===== config.mk =====
export PLATFORM = sky130hd
export DESIGN_NAME = hpm_event_trace_core
export DESIGN_NICKNAME = d
export VERILOG_FILES = /design/src/rtl/hpm_trace_pkg.sv /design/src/rtl/hpm_trace_fifo.sv /design/src/rtl/hpm_event_trace_core.sv
export SDC_FILE = /design/constraint.sdc
export NUM_CORES = 1
export LEC_CHECK = 0
export BUFFER_PORTS_ARGS = -buffer_cell sky130_fd_sc_hd__buf_2
export CAP_MARGIN = 30
export CORE_MARGIN = 1.5
export CORE_UTILIZATION = 56
export DETAILED_ROUTE_END_ITERATION = 10
export PLACE_DENSITY = 0.85
export SETUP_SLACK_MARGIN = 0.15
export SKIP_CTS_REPAIR_TIMING = 1
export SLEW_MARGIN = 20
export SYNTH_ARGS = -nofsm -noshare
export SYNTH_HDL_FRONTEND = slang
export SYNTH_HIERARCHICAL = 1
export SYNTH_SLANG_ARGS = --single-unit

===== constraint.sdc =====
create_clock -name clk -period 3.9 [get_ports clk]
set_clock_uncertainty 0.2 [all_clocks]
set_input_delay 0.78 -clock clk [delete_from_list [all_inputs] [get_ports clk]]
set_output_delay 0.78 -clock clk [all_outputs]
set_load 0.05 [all_outputs]

===== src/rtl/hpm_trace_pkg.sv =====
// hpm_trace_pkg
//   Shared definitions for the HPM event trace block: slot register
//   addresses, CTRL/STATUS field positions, default sizing and the
//   layout of one trace entry (event mask in the top bits, timestamp below).
package hpm_trace_pkg;

    localparam int DEFAULT_DEPTH = 16;
    localparam int DEFAULT_TS_W  = 29;
    localparam int EVT_W         = 3;
    localparam int ENTRY_W       = EVT_W + DEFAULT_TS_W;

    // Slot register map
    localparam logic [4:0] ADDR_CTRL   = 5'd0;
    localparam logic [4:0] ADDR_STATUS = 5'd1;
    localparam logic [4:0] ADDR_DATA   = 5'd2;
    localparam logic [4:0] ADDR_POP    = 5'd3;
    localparam logic [4:0] ADDR_TS     = 5'd4;

    // CTRL fields
    localparam int CTRL_EN_BIT   = 0;
    localparam int CTRL_MASK_LSB = 1;
    localparam int CTRL_CLR_BIT  = 4;

    // STATUS fields
    localparam int STATUS_EMPTY_BIT = 0;
    localparam int STATUS_FULL_BIT  = 1;
    localparam int STATUS_COUNT_LSB = 8;
    localparam int STATUS_COUNT_W   = 7;
    localparam int STATUS_DROP_LSB  = 16;
    localparam int STATUS_DROP_W    = 16;

    // Event bit positions inside the mask / hit vector
    localparam int EVT_INST   = 0;
    localparam int EVT_MEM_RD = 1;
    localparam int EVT_MEM_WR = 2;

    typedef struct packed {
        logic [EVT_W-1:0]        mask;
        logic [DEFAULT_TS_W-1:0] ts;
    } trace_entry_t;

    function automatic trace_entry_t make_entry(
        input logic [EVT_W-1:0]        hit,
        input logic [DEFAULT_TS_W-1:0] ts
    );
        trace_entry_t e;
        e.mask = hit;
        e.ts   = ts;
        return e;
    endfunction

endpackage


===== src/rtl/hpm_trace_fifo.sv =====
// hpm_trace_fifo
//   Synchronous FIFO holding trace entries. The head is read
//   combinationally so a push is visible at the output the next cycle.
// Ports:
//   clk, reset        clock, asynchronous active-high reset
//   push, pop, flush  requests; flush wins over push/pop
//   data              entry to push
//   head              oldest entry (undefined when empty)
//   count, full, empty occupancy
module hpm_trace_fifo #(
    parameter int DEPTH = 16,
    parameter int WIDTH = 32
) (
    input  logic                   clk,
    input  logic                   reset,
    input  logic                   push,
    input  logic                   pop,
    input  logic                   flush,
    input  logic [WIDTH-1:0]       data,
    output logic [WIDTH-1:0]       head,
    output logic [$clog2(DEPTH):0] count,
    output logic                   full,
    output logic                   empty
);

    localparam int AW = $clog2(DEPTH);

    logic [WIDTH-1:0] mem [DEPTH];
    logic [AW-1:0]    wr_ptr_reg;
    logic [AW-1:0]    rd_ptr_reg;
    logic [AW:0]      count_reg;
    logic             do_push;
    logic             do_pop;

    assign full  = (count_reg == (AW+1)'(DEPTH));
    assign empty = (count_reg == '0);
    assign count = count_reg;

    // A pop frees a slot in the same cycle, so a full FIFO still accepts
    // a push that coincides with a pop.
    assign do_pop  = pop & ~empty;
    assign do_push = push & (~full | do_pop);

    always_ff @(posedge clk or posedge reset) begin
        if (reset) begin
            wr_ptr_reg <= '0;
            rd_ptr_reg <= '0;
            count_reg  <= '0;
        end else if (flush) begin
            wr_ptr_reg <= '0;
            rd_ptr_reg <= '0;
            count_reg  <= '0;
        end else begin
            if (do_push) begin
                wr_ptr_reg <= wr_ptr_reg + 1'b1;
            end
            if (do_pop) begin
                rd_ptr_reg <= rd_ptr_reg + 1'b1;
            end
            case ({do_push, do_pop})
                2'b10:   count_reg <= count_reg + 1'b1;
                2'b01:   count_reg <= count_reg - 1'b1;
                default: count_reg <= count_reg;
            endcase
        end
    end

    // Storage has no reset; the pointers alone define valid contents.
    always_ff @(posedge clk) begin
        if (do_push && !flush) begin
            mem[wr_ptr_reg] <= data;
        end
    end

    assign head = mem[rd_ptr_reg];

endmodule


===== src/rtl/hpm_event_trace_core.sv =====
// hpm_event_trace_core
//   Captures timestamped CPU performance events (instruction retire,
//   memory read, memory write) into a trace FIFO readable over a simple
//   register slot.
// Ports:
//   clk, reset                 clock, asynchronous active-high reset
//   cs, read, write, addr      slot access (read strobe has no side effects)
//   wr_data / rd_data          slot data; rd_data is a combinational decode
//   probe_inst, probe_mem_rd,
//   probe_mem_wr               one event per high cycle
module hpm_event_trace_core
    import hpm_trace_pkg::*;
#(
    parameter int DEPTH = DEFAULT_DEPTH,
    parameter int TS_W  = DEFAULT_TS_W
) (
    input  logic        clk,
    input  logic        reset,
    input  logic        cs,
    input  logic        read,
    input  logic        write,
    input  logic [4:0]  addr,
    input  logic [31:0] wr_data,
    output logic [31:0] rd_data,
    input  logic        probe_inst,
    input  logic        probe_mem_rd,
    input  logic        probe_mem_wr
);

    logic                   en_reg;
    logic [EVT_W-1:0]       mask_reg;
    logic [TS_W-1:0]        ts_reg;
    logic [STATUS_DROP_W-1:0] drop_reg;

    logic                   wr_en;
    logic                   ctrl_wr;
    logic                   clear;
    logic                   pop_req;
    logic                   push_req;
    logic                   drop_evt;
    logic [EVT_W-1:0]       probes;
    logic [EVT_W-1:0]       hit;
    trace_entry_t           entry;

    logic [ENTRY_W-1:0]     fifo_head;
    logic [$clog2(DEPTH):0] fifo_count;
    logic                   fifo_full;
    logic                   fifo_empty;

    logic [31:0]            status_word;
    logic                   unused_inputs;

    // The read strobe and the upper write-data bits carry no function.
    assign unused_inputs = ^{read, wr_data[31:5]};

    assign wr_en   = cs & write;
    assign ctrl_wr = wr_en && (addr == ADDR_CTRL);
    assign clear   = ctrl_wr && wr_data[CTRL_CLR_BIT];
    assign pop_req = wr_en && (addr == ADDR_POP);

    assign probes = {probe_mem_wr, probe_mem_rd, probe_inst};

    genvar gi;
    generate
        for (gi = 0; gi < EVT_W; gi++) begin : g_hit
            assign hit[gi] = probes[gi] & mask_reg[gi];
        end
    endgenerate

    assign push_req = en_reg && (hit != '0);
    assign entry    = make_entry(hit, DEFAULT_TS_W'(ts_reg));

    // A push is lost (and counted) only when the FIFO is full and nothing
    // leaves it this cycle. A clear swallows the event without counting.
    assign drop_evt = push_req && fifo_full && !pop_req && !clear;

    always_ff @(posedge clk or posedge reset) begin
        if (reset) begin
            en_reg   <= 1'b0;
            mask_reg <= '0;
        end else if (ctrl_wr) begin
            en_reg   <= wr_data[CTRL_EN_BIT];
            mask_reg <= wr_data[CTRL_MASK_LSB +: EVT_W];
        end
    end

    always_ff @(posedge clk or posedge reset) begin
        if (reset) begin
            ts_reg <= '0;
        end else if (clear) begin
            ts_reg <= '0;
        end else if (en_reg) begin
            ts_reg <= ts_reg + 1'b1;
        end
    end

    always_ff @(posedge clk or posedge reset) begin
        if (reset) begin
            drop_reg <= '0;
        end else if (clear) begin
            drop_reg <= '0;
        end else if (drop_evt && (drop_reg != '1)) begin
            drop_reg <= drop_reg + 1'b1;
        end
    end

    hpm_trace_fifo #(
        .DEPTH (DEPTH),
        .WIDTH (ENTRY_W)
    ) u_fifo (
        .clk   (clk),
        .reset (reset),
        .push  (push_req & ~clear),
        .pop   (pop_req & ~clear),
        .flush (clear),
        .data  (entry),
        .head  (fifo_head),
        .count (fifo_count),
        .full  (fifo_full),
        .empty (fifo_empty)
    );

    always_comb begin
        status_word = '0;
        status_word[STATUS_EMPTY_BIT] = fifo_empty;
        status_word[STATUS_FULL_BIT]  = fifo_full;
        status_word[STATUS_COUNT_LSB +: STATUS_COUNT_W] = STATUS_COUNT_W'(fifo_count);
        status_word[STATUS_DROP_LSB +: STATUS_DROP_W]   = drop_reg;
    end

    always_comb begin
        rd_data = '0;
        case (addr)
            ADDR_CTRL:   rd_data = 32'({mask_reg, en_reg});
            ADDR_STATUS: rd_data = status_word;
            ADDR_DATA:   rd_data = fifo_empty ? 32'h0 : 32'(fifo_head);
            ADDR_TS:     rd_data = 32'(ts_reg);
            default:     rd_data = '0;
        endcase
    end

endmodule


==> results.yml, run 1 <==
hold_path:
  hold_path.class: "in -> reg"
  hold-path-cell-count: 2
setup_path:
  worstSetupPathType: "reg -> out"
  max_stage_delay_ps: 520
  setup.worst_path.end_class: "output pin"
  crit_slowest_cell: "mux4_2"
  cpMostUsedCell: "buf_6"
  path_cells: "buf_6 -> buf_16 -> buf_6 -> mux4_2 -> mux4_2 -> a222oi_1 -> inv_1 -> buf_6"
  worstRegToRegCells: 7
  cp_num_cells: 8
  crit_arrival_ps: 3310
  path_buf_inv: 5
  critPathRequiredTime_ps: 2920
  crit_path_start_kind: "flip-flop"
  worst-path-max-fanout: 7
  crit_family: "multiplexers"
synth:
  synth-main-ff-cell: "edfxtp_1"
  yosys_warnings: 6
  syn_nets: 1218
  synth_area_per_cell_um2: 20.2
  synthCells: 1162
  synthTopCellsByArea: "edfxtp_1 (66%), mux4_2 (15%), dfrtp_1 (6.6%), nor2_1 (1.0%), a222oi_1 (0.94%)"
  yosysTopAreaCell: "edfxtp_1"
  yosysSeqAreaShare_pct: 72.3
  synth_area_um2: 23400
  yosys.area.top_type_share_pct: 65.7
  async_reset_ff_share_pct: 10.8
  synth_edf_count: 512
  yosys.cell_types.count: 65
  ys_ff_latch: 574
floorplanning:
  die_w_um: 207
  core-area_um2: 41000
  die_area_um2: 43100
  chipHeight_um: 207
  rows: 74
  pin_count: 77
  start_util_pct: 57.1
power_and_ir_drop:
  power_switching_mw: 4.34
  pwr-share-comb_pct: 17.1
  seq_power_share_pct: 48.9
  power_density_nw_per_um2: 594
  power.total_mw: 16.6
  power.share.switching_pct: 26.2
  p_clk_share_pct: 34.0
  peakVddDrop_mv: 0.377
  p_leak_nw: 9.24
  p_int_mw: 12.2
global_routing:
  grt.total_usage_pct: 27.2
  grt_pass1_wl_um: 84900
  antenna_found_initial: 0
  grt_max_degree: 59
  grt_pass1_vias: 13400
  grt-ovfl-total: 0
timing:
  worstMarginPinSlew_ps: 1020
  fmax_ghz: 0.233
  period_share_pct: 110
  report.final.slew_viol_count: 0
  rsz0062_at_grt: "true"
  hold_violations: 0
  setup_slack_ps: -395
  finalSetupViolCount: 32
  relSlewSlack_pct: 31.9
  fin_crit_ps: 4290
clock_tree:
  cts_made_buffers: 56
  cts_sinks: 574
  cts_max_path_buffers: 3
  cts.clk_slew.worst_paths_ps: 70
  cts_tree: "done"
  root_buffer: "clkbuf_16"
  htreeDepth: 2
  clkLatencyLatePin_ps: 630
layout:
  fin_nets: 1403
  diodes: 0
  largest_reg_flops: 512
  fillers: 2360
  drive_gt1_share_pct: 34.6
  area_growth_pct: 19.0
  fin_cells: 1927
routing:
  ant_nets: 0
  drt_iter0_drc: 2035
  vias: 13400
  wl_um: 62000
  drt-vias-per-instance: 6.95
  drc: 6
  route.detailed.wl_per_inst_um: 32.2
  dr.pass1.iters: 9
placed_design:
  port_buffers: 48
  hpwl_um: 32500
  place_inst: 1756
  place_congestion: 0.813
status:
  violations: "DRC, setup timing"
  outcome: "finished, violations left"
job:
  max-cap-violations: 0
cells by family (layout without fill, tap and decap cells):
kind of cell / count (synthesis) / in the layout / share of synthesized area, %
compound gates: 85 / 85 / 2.98
xor+xnor: 33 / 33 / 1.23
fa+ha+maj: 11 / 11 / 0.620
buf+inv: 96 / 329 / 2.45
flops: 574 / 574 / 72.3
mux: 169 / 169 / 15.9
simple gates: 194 / 194 / 4.51
cell type report:
| class | instances | area (µm²) | area share (%) |
|---|---|---|---|
| clock inverter | 22 | 299 | 1.07 |
| tap | 532 | 666 | 2.39 |
| multi-input combinational | 492 | 6040 | 21.7 |
| clock buffer | 84 | 1610 | 5.77 |
| timing repair buffer | 187 | 2170 | 7.79 |
| sequential | 574 | 16900 | 60.8 |
| inverter | 36 | 135 | 0.485 |
metal layers:
| metal | routed length [µm] | vias up | track usage (%) |
|---|---|---|---|
| met3 | 6610 | 269 | 5.39 |
| met5 | 0 | - | 0 |
| met2 | 30200 | 1054 | 43.4 |
| li1 | - | 5185 | - |
| met1 | 21400 | 6885 | 35.5 |
| met4 | 3800 | 0 | 15.3 |
metrics by stage:
step	util (%)	area, µm²	setup TNS [ps]	hold WS (ps)	setup slack, ps
2_1_floorplan	-	23500	-57770	292	-161
3_3_place_gp	60.8	24900	0	327	9.42
3_5_place_dp	60.8	25000	-21.1	329	-2.54
4_1_cts	65.5	26900	-9540	48.4	-481
5_1_grt	67.9	27900	-9580	194	-426
6_report	67.9	27900	-7620	202	-395
synth_stat cells, types with 10 or more instances:
cell,n
inv_1,33
xor2_1,13
nand3_1,20
a22o_1,10
dfrtp_1,62
ha_1,10
buf_2,10
xnor2_1,20
a222oi_1,22
or3_1,11
a21oi_1,16
nor2_1,65
nand4_1,15
edfxtp_1,512
clkbuf_1,19
mux4_2,152
nand2_1,28
path summary, 6_finish.rpt:
path	startpoint	end	slack, ps
max reg2reg	u_fifo/count[2]$_DFFE_PP0P_	drop_reg[9]$_DFFE_PP0P_	440
max	u_fifo/rd_ptr_reg[0]$_DFFE_PP0P_	rd_data[18]	-390
min reg2reg	mask_reg[2]$_DFFE_PP0N_	mask_reg[2]$_DFFE_PP0N_	350
max in group asynchronous	reset	ts_reg[0]$_DFFE_PP0P_	2270
min	wr_data[2]	mask_reg[1]$_DFFE_PP0N_	200
min in group asynchronous	reset	mask_reg[1]$_DFFE_PP0N_	470
worst register-to-register path: cells and delay by family, from the launching register on:
family	cells	cell delay [ps]
flip-flops	1	540
buffers and inverters	1	210
AO/OA/AOI/OAI	2	330
AND/OR/NAND/NOR	4	2090
layout by cell type (no fill, tap or decap), drive strengths merged, types with 3 or more instances in the layout:
cell | synthesis | final
a21oi | 16 | 16
a222oi | 22 | 22
a22o | 10 | 10
and2 | 4 | 4
buf | 41 | 180
bufinv | 0 | 7
clkbuf | 19 | 90
clkinv | 0 | 9
clkinvlp | 0 | 3
dfrtp | 62 | 62
edfxtp | 512 | 512
ha | 10 | 10
inv | 36 | 39
mux2 | 5 | 5
mux2i | 4 | 4
mux4 | 160 | 160
nand2 | 28 | 28
nand3 | 20 | 20
nand4 | 17 | 17
nor2 | 65 | 65
nor2b | 4 | 4
nor3 | 10 | 10
nor4 | 7 | 7
o211ai | 8 | 8
o21ai | 14 | 14
o31ai | 4 | 4
or2 | 6 | 6
or3 | 12 | 12
or4 | 9 | 9
xnor2 | 20 | 20
xor2 | 13 | 13
power groups by stage:
stage                     clock (mW)  sequential (mW)  combinational [mW]
after floorplan                    0             8.01                1.59
after global placement             0             8.14                2.06
after detailed placement           0             8.20                2.15
after CTS                       5.66             8.08                2.18
after global routing            5.90             8.17                2.97
final                           5.63             8.10                2.83
Note: power is estimated with default switching activity, not from simulation.
==> run 2, diff against run 1 <==
Settings changed: REMOVE_ABC_BUFFERS set to 1.
==> run 2 against run 1 <==
Effect of this change:
- the flow still finishes with violations (DRC, setup timing)
- register-to-register slack improved by 60 ps
- final cell count is 2.6% lower
- core utilization shrank 1.8 points
- non-clock buffer count down 44
- global-route usage is 1.2 points lower
- critical path depth is the same
- largest power group unchanged
- die area unchanged
- combinational power decreased by 8.1%
- clock power decreased by 12%
- first-iteration DRC count is 7.8% lower
==> results.yml, run 2 (synthesized netlist as in run 1, its figures left out) <==
setup_path:
  worst-path-max-fanout: 5
  max_stage_delay_ps: 540
  crit_slowest_cell: "a222oi_1"
  cpMostUsedCell: "mux4_2"
  path_cells: "buf_12 -> clkbuf_16 -> mux4_2 -> mux4_2 -> a222oi_1 -> buf_4 -> inv_2 -> buf_6"
  worstSetupPathType: "reg -> out"
  critPathRequiredTime_ps: 2920
  crit_arrival_ps: 3260
  setup.worst_path.end_class: "output pin"
  crit_path_start_kind: "flip-flop"
timing:
  setup_slack_ps: -336
  report.final.slew_viol_count: 0
  period_share_pct: 109
  hold_violations: 0
  rsz0062_at_grt: "true"
  worstMarginPinSlew_ps: 1050
  finalSetupViolCount: 32
  fmax_ghz: 0.236
  fin_crit_ps: 4240
  timing.hold.ws_ps: 24.7
  relSlewSlack_pct: 30.0
routing:
  vias: 12800
  route.detailed.wl_per_inst_um: 30.6
  wl_um: 57400
  drt-vias-per-instance: 6.82
  drc: 2
  drt_iter0_drc: 1877
  ant_nets: 0
  dr.pass1.iters: 8
layout:
  fin_nets: 1357
  final_common_cell: "edfxtp_1"
  largest_reg_flops: 512
  multi_input_area_um2: 6040
  layout_common_cells: "edfxtp_1 (512), mux4_2 (156), clkbuf_16 (62), dfrtp_1 (58), buf_4 (58)"
  register_area_um2: 16900
  fin_cells: 1877
  fillers: 2447
  diodes: 0
  drive_gt1_share_pct: 31.8
  area_growth_pct: 15.8
power_and_ir_drop:
  peakVddDrop_mv: 0.404
  p_leak_nw: 8.84
  power_density_nw_per_um2: 576
floorplanning:
  chipHeight_um: 207
  core-area_um2: 41000
  die_area_um2: 43100
  start_util_pct: 57.1
  die_w_um: 207
  rows: 74
  pin_count: 77
status:
  violations: "DRC, setup timing"
  outcome: "finished, violations left"
clock_tree:
  htreeDepth: 2
  root_buffer: "clkbuf_16"
  cts_max_path_buffers: 3
  cts_tree: "done"
  cts.clk_slew.worst_paths_ps: 70
  cts_made_buffers: 54
  cts_sinks: 574
  clkLatencyLatePin_ps: 600
global_routing:
  grt-ovfl-total: 0
  grt_pass1_wl_um: 81900
  grt.total_usage_pct: 25.9
  antenna_found_initial: 0
  grt_pass1_vias: 13000
  grt_max_degree: 58
placed_design:
  place_inst: 1745
  port_buffers: 48
  hpwl_um: 30600
  place_congestion: 0.881
job:
  max-cap-violations: 0
hold_path:
  hold_path.class: "in -> async"
[run 2: changes by cell type in the layout (fill, tap and decap cells not counted), moves of 2 or more]
cell	delta
buf_4	-13
buf_16	-2
buf_6	-30
buf_2	+3
inv_6	-2
clkinvlp_4	+2
clkbuf_1	-3
bufinv_16	-6
clkinv_2	-3
clkinv_1	+9
[run 2: where the power goes]
| group | internal, mW | switching (mW) |
|---|---|---|
| registers | 7.44 | 0.612 |
| clock network | 2.78 | 2.19 |
| logic | 1.29 | 1.31 |
[run 2: routing by layer]
metal / global-route usage, % / vias up / part of all wire, %
li1: - / 5094 / -
met1: 34.6 / 6581 / 35
met2: 42.4 / 938 / 50
met3: 4.61 / 189 / 11
met4: 11.7 / 0 / 4.4
met5: 0 / - / 0
[run 2: final timing paths]
check / slack [ps] / startpoint / endpoint / cells after the start
setup / recovery: -340 / u_fifo/rd_ptr_reg[0]$_DFFE_PP0P_ / rd_data[18] / 8
hold / removal: 20 / reset / u_fifo/wr_ptr_reg[2]$_DFFE_PP0P_ / 2
setup reg to reg: 500 / u_fifo/count[3]$_DFFE_PP0P_ / drop_reg[9]$_DFFE_PP0P_ / 7
hold reg to reg: 430 / mask_reg[0]$_DFFE_PP0N_ / mask_reg[0]$_DFFE_PP0N_ / 1
max in group asynchronous: 2580 / reset / ts_reg[13]$_DFFE_PP0P_ / 3
min in group clk: 210 / wr_data[1] / mask_reg[0]$_DFFE_PP0N_ / 2
[run 2: layout make-up]
class	instances	share of cell area, %
timing repair buffer	143	6.17
clock inverter	22	0.498
inverter	36	0.498
clock buffer	78	5.65
multi-input combinational	492	22.3
tap	532	2.45
sequential	574	62.5
[run 2: critical path: cells and delay by family (launching register included)]
| family | cells | cell delay (ps) |
|---|---|---|
| AO/OA/AOI/OAI | 1 | 540 |
| multiplexers | 2 | 900 |
| buffers and inverters | 5 | 720 |
| flip-flops | 1 | 490 |
[run 2: stage by stage]
stage / TNS, ps / setup WS (ps) / power (mW) / area [µm²] / util (%)
after floorplan: -387030 / -3770 / 9.62 / 23000 / -
after global placement: 0 / 159 / 10.1 / 24800 / 60.5
after detailed placement: 0 / 127 / 10.3 / 24800 / 60.5
after CTS: -8110 / -564 / 15.2 / 26500 / 64.6
after global routing: -8980 / -373 / 16.1 / 27100 / 66.1
final: -6890 / -336 / 15.6 / 27100 / 66.1
==> run 3, diff against run 2 <==
==> constraint.sdc (replaced) <==
create_clock -name clk -period 3.9 [get_ports clk]
set_clock_uncertainty 0.2 [all_clocks]
set_input_delay 0.195 -clock clk [delete_from_list [all_inputs] [get_ports clk]]
set_output_delay 0.195 -clock clk [all_outputs]
set_load 0.05 [all_outputs]
==> run 3 against run 2 <==
Effect of this change:
- the run ends with DRC, hold timing left
- maximum frequency increased by 12%
- non-clock buffer count down 3
- first-iteration DRC count increased by 4.1%
- critical path depth fell by 2
- power fell by 0.38%
- sequential power increased by 0.6%
- combinational power is 13% lower
- global-route usage is 0.35 points lower
- design area down 1.0%
- clock-buffer cell count down 5
- register-to-register slack lost 240 ps
- critical endpoint is now rd_data[20]
- largest cell class unchanged
- largest power group unchanged
- highest routed layer unchanged
==> results.yml, run 3 (synthesized netlist as in run 1, its figures left out) <==
global_routing:
  top_usage_layer: "met2"
  grt_pass1_vias: 12700
  grt.total_usage_pct: 25.6
  met1_usage_pct: 35.3
  grt_use_met3_pct: 4.18
  grt-ovfl-total: 0
  grt_use_met2_pct: 41.5
  grt_max_degree: 59
  grt_pass1_wl_um: 80900
  antenna_found_initial: 0
layout:
  largest_reg_flops: 512
  drive_gt1_share_pct: 31.4
  fillers: 2455
  final_common_cell: "edfxtp_1"
  fin_cells: 1877
  area_growth_pct: 14.6
  diodes: 0
  multi_input_area_um2: 6070
  layout_common_cells: "edfxtp_1 (512), mux4_2 (152), buf_4 (60), clkbuf_16 (59), dfrtp_1 (58)"
  fin_nets: 1356
  register_area_um2: 16900
placed_design:
  place_inst: 1733
  port_buffers: 48
  hpwl_um: 29900
  place_congestion: 0.833
timing:
  period_share_pct: 97.1
  timing.hold.ws_ps: -2.00
  worstMarginPinSlew_ps: 1030
  hold_violations: 1
  relSlewSlack_pct: 31.0
  fmax_ghz: 0.264
  rsz0062_at_grt: "true"
  fin_crit_ps: 3790
  report.final.slew_viol_count: 0
  finalSetupViolCount: 0
  tns_ps: 0
routing:
  dr.pass1.iters: 9
  drc: 2
  wl_um: 57100
  drt_iter0_drc: 1954
  route.detailed.wl_per_inst_um: 30.4
  ant_nets: 0
  vias: 12800
  drt-vias-per-instance: 6.83
setup_path:
  r2r_setup_slack_ps: 260
  setup.worst_path.end_class: "output pin"
  critPathRequiredTime_ps: 3500
  worstSetupPathType: "reg -> out"
  r2r_start: "mask_reg[0]$_DFFE_PP0N_"
  worstRegToRegCells: 8
  worst-path-max-fanout: 26
  crit_path_start_kind: "flip-flop"
  crit_arrival_ps: 3390
  rr_endpoint: "u_fifo/mem[2][27]$_DFFE_PP_"
power_and_ir_drop:
  pwr-share-comb_pct: 14.4
  p_clk_share_pct: 33.5
  peakVddDrop_mv: 0.365
  power.share.switching_pct: 26.1
  power_switching_mw: 4.06
  p_int_mw: 11.5
  seq_power_share_pct: 52.1
  power_density_nw_per_um2: 580
  p_leak_nw: 8.85
status:
  outcome: "finished, violations left"
  violations: "DRC, hold timing"
clock_tree:
  cts_max_path_buffers: 3
  cts_sinks: 574
  root_buffer: "clkbuf_16"
  cts_tree: "done"
  clkLatencyLatePin_ps: 590
  htreeDepth: 2
  cts_made_buffers: 54
  cts.clk_slew.worst_paths_ps: 70
floorplanning:
  start_util_pct: 57.1
  die_area_um2: 43100
  rows: 74
  die_w_um: 207
  core-area_um2: 41000
  pin_count: 77
  chipHeight_um: 207
hold_path:
  hold_path.class: "in -> async"
job:
  max-cap-violations: 0
==> run 3: cell types whose count changed in the layout (fill, tap and decap cells not counted), moves of 4 or more <==
cell           delta
clkinvlp_4        -4
buf_2            +24
dlygate4sd3_1    +12
buf_6            -19
clkinv_1          -7
clkinv_2         +14
buf_12           -18
mux4_1            +4
clkbuf_1          -4
mux4_2            -4
==> run 3: layout make-up <==
type | count | area share [%]
Sequential cell | 574 | 63.1
Clock buffer | 73 | 5.60
Clock inverter | 28 | 0.890
Timing Repair Buffer | 140 | 4.81
Tap cell | 532 | 2.48
Multi-Input combinational cell | 494 | 22.6
Inverter | 36 | 0.503
==> run 3: worst max path at each step <==
stage | to | slack [ps] | start | cells past startpoint
floorplan | rd_data[0] | -3180 | u_fifo/rd_ptr_reg[0]$_DFFE_PP0P_ | 4
global placement | u_fifo/mem[5][22]$_DFFE_PP_ | 340 | addr[1] | 11
detailed placement | u_fifo/mem[6][26]$_DFFE_PP_ | 220 | addr[3] | 8
CTS | rd_data[20] | -60 | u_fifo/rd_ptr_reg[0]$_DFFE_PP0P_ | 6
global route | rd_data[20] | 60 | u_fifo/rd_ptr_reg[0]$_DFFE_PP0P_ | 6
finish | rd_data[20] | 110 | u_fifo/rd_ptr_reg[0]$_DFFE_PP0P_ | 6
==> run 3: layer usage <==
metal / part of all wire, % / vias to the layer above
met5: 0 / -
met1: 37 / 6647
met3: 10 / 192
li1: - / 5089
met4: 4.5 / 0
met2: 49 / 885
==> run 3: power groups by stage <==
stage,Sequential (mW),Clock (mW),Combinational (mW)
final,8.11,5.21,2.25
after CTS,8.09,5.25,2.01
after global placement,8.15,0,1.91
after detailed placement,8.22,0,1.99
after floorplan,8.22,0,1.40
after global routing,8.18,5.49,2.39
==> run 3: metrics by stage <==
step	instance area (µm²)	setup slack [ps]	total power [mW]	utilization, %
2_1_floorplan	23000	-3180	9.62	-
3_3_place_gp	24500	338	10.1	59.8
3_5_place_dp	24500	217	10.2	59.8
4_1_cts	26300	-57.8	15.4	64.1
5_1_grt	26800	63.0	16.1	65.4
6_report	26800	112	15.6	65.4
==> run 3: worst max-delay path: stages, from the launching register on <==
cell	delay [ps]
dfrtp_4	530
buf_16	250
mux4_1	600
mux4_2	480
a222oi_1	600
inv_1	80
buf_2	230
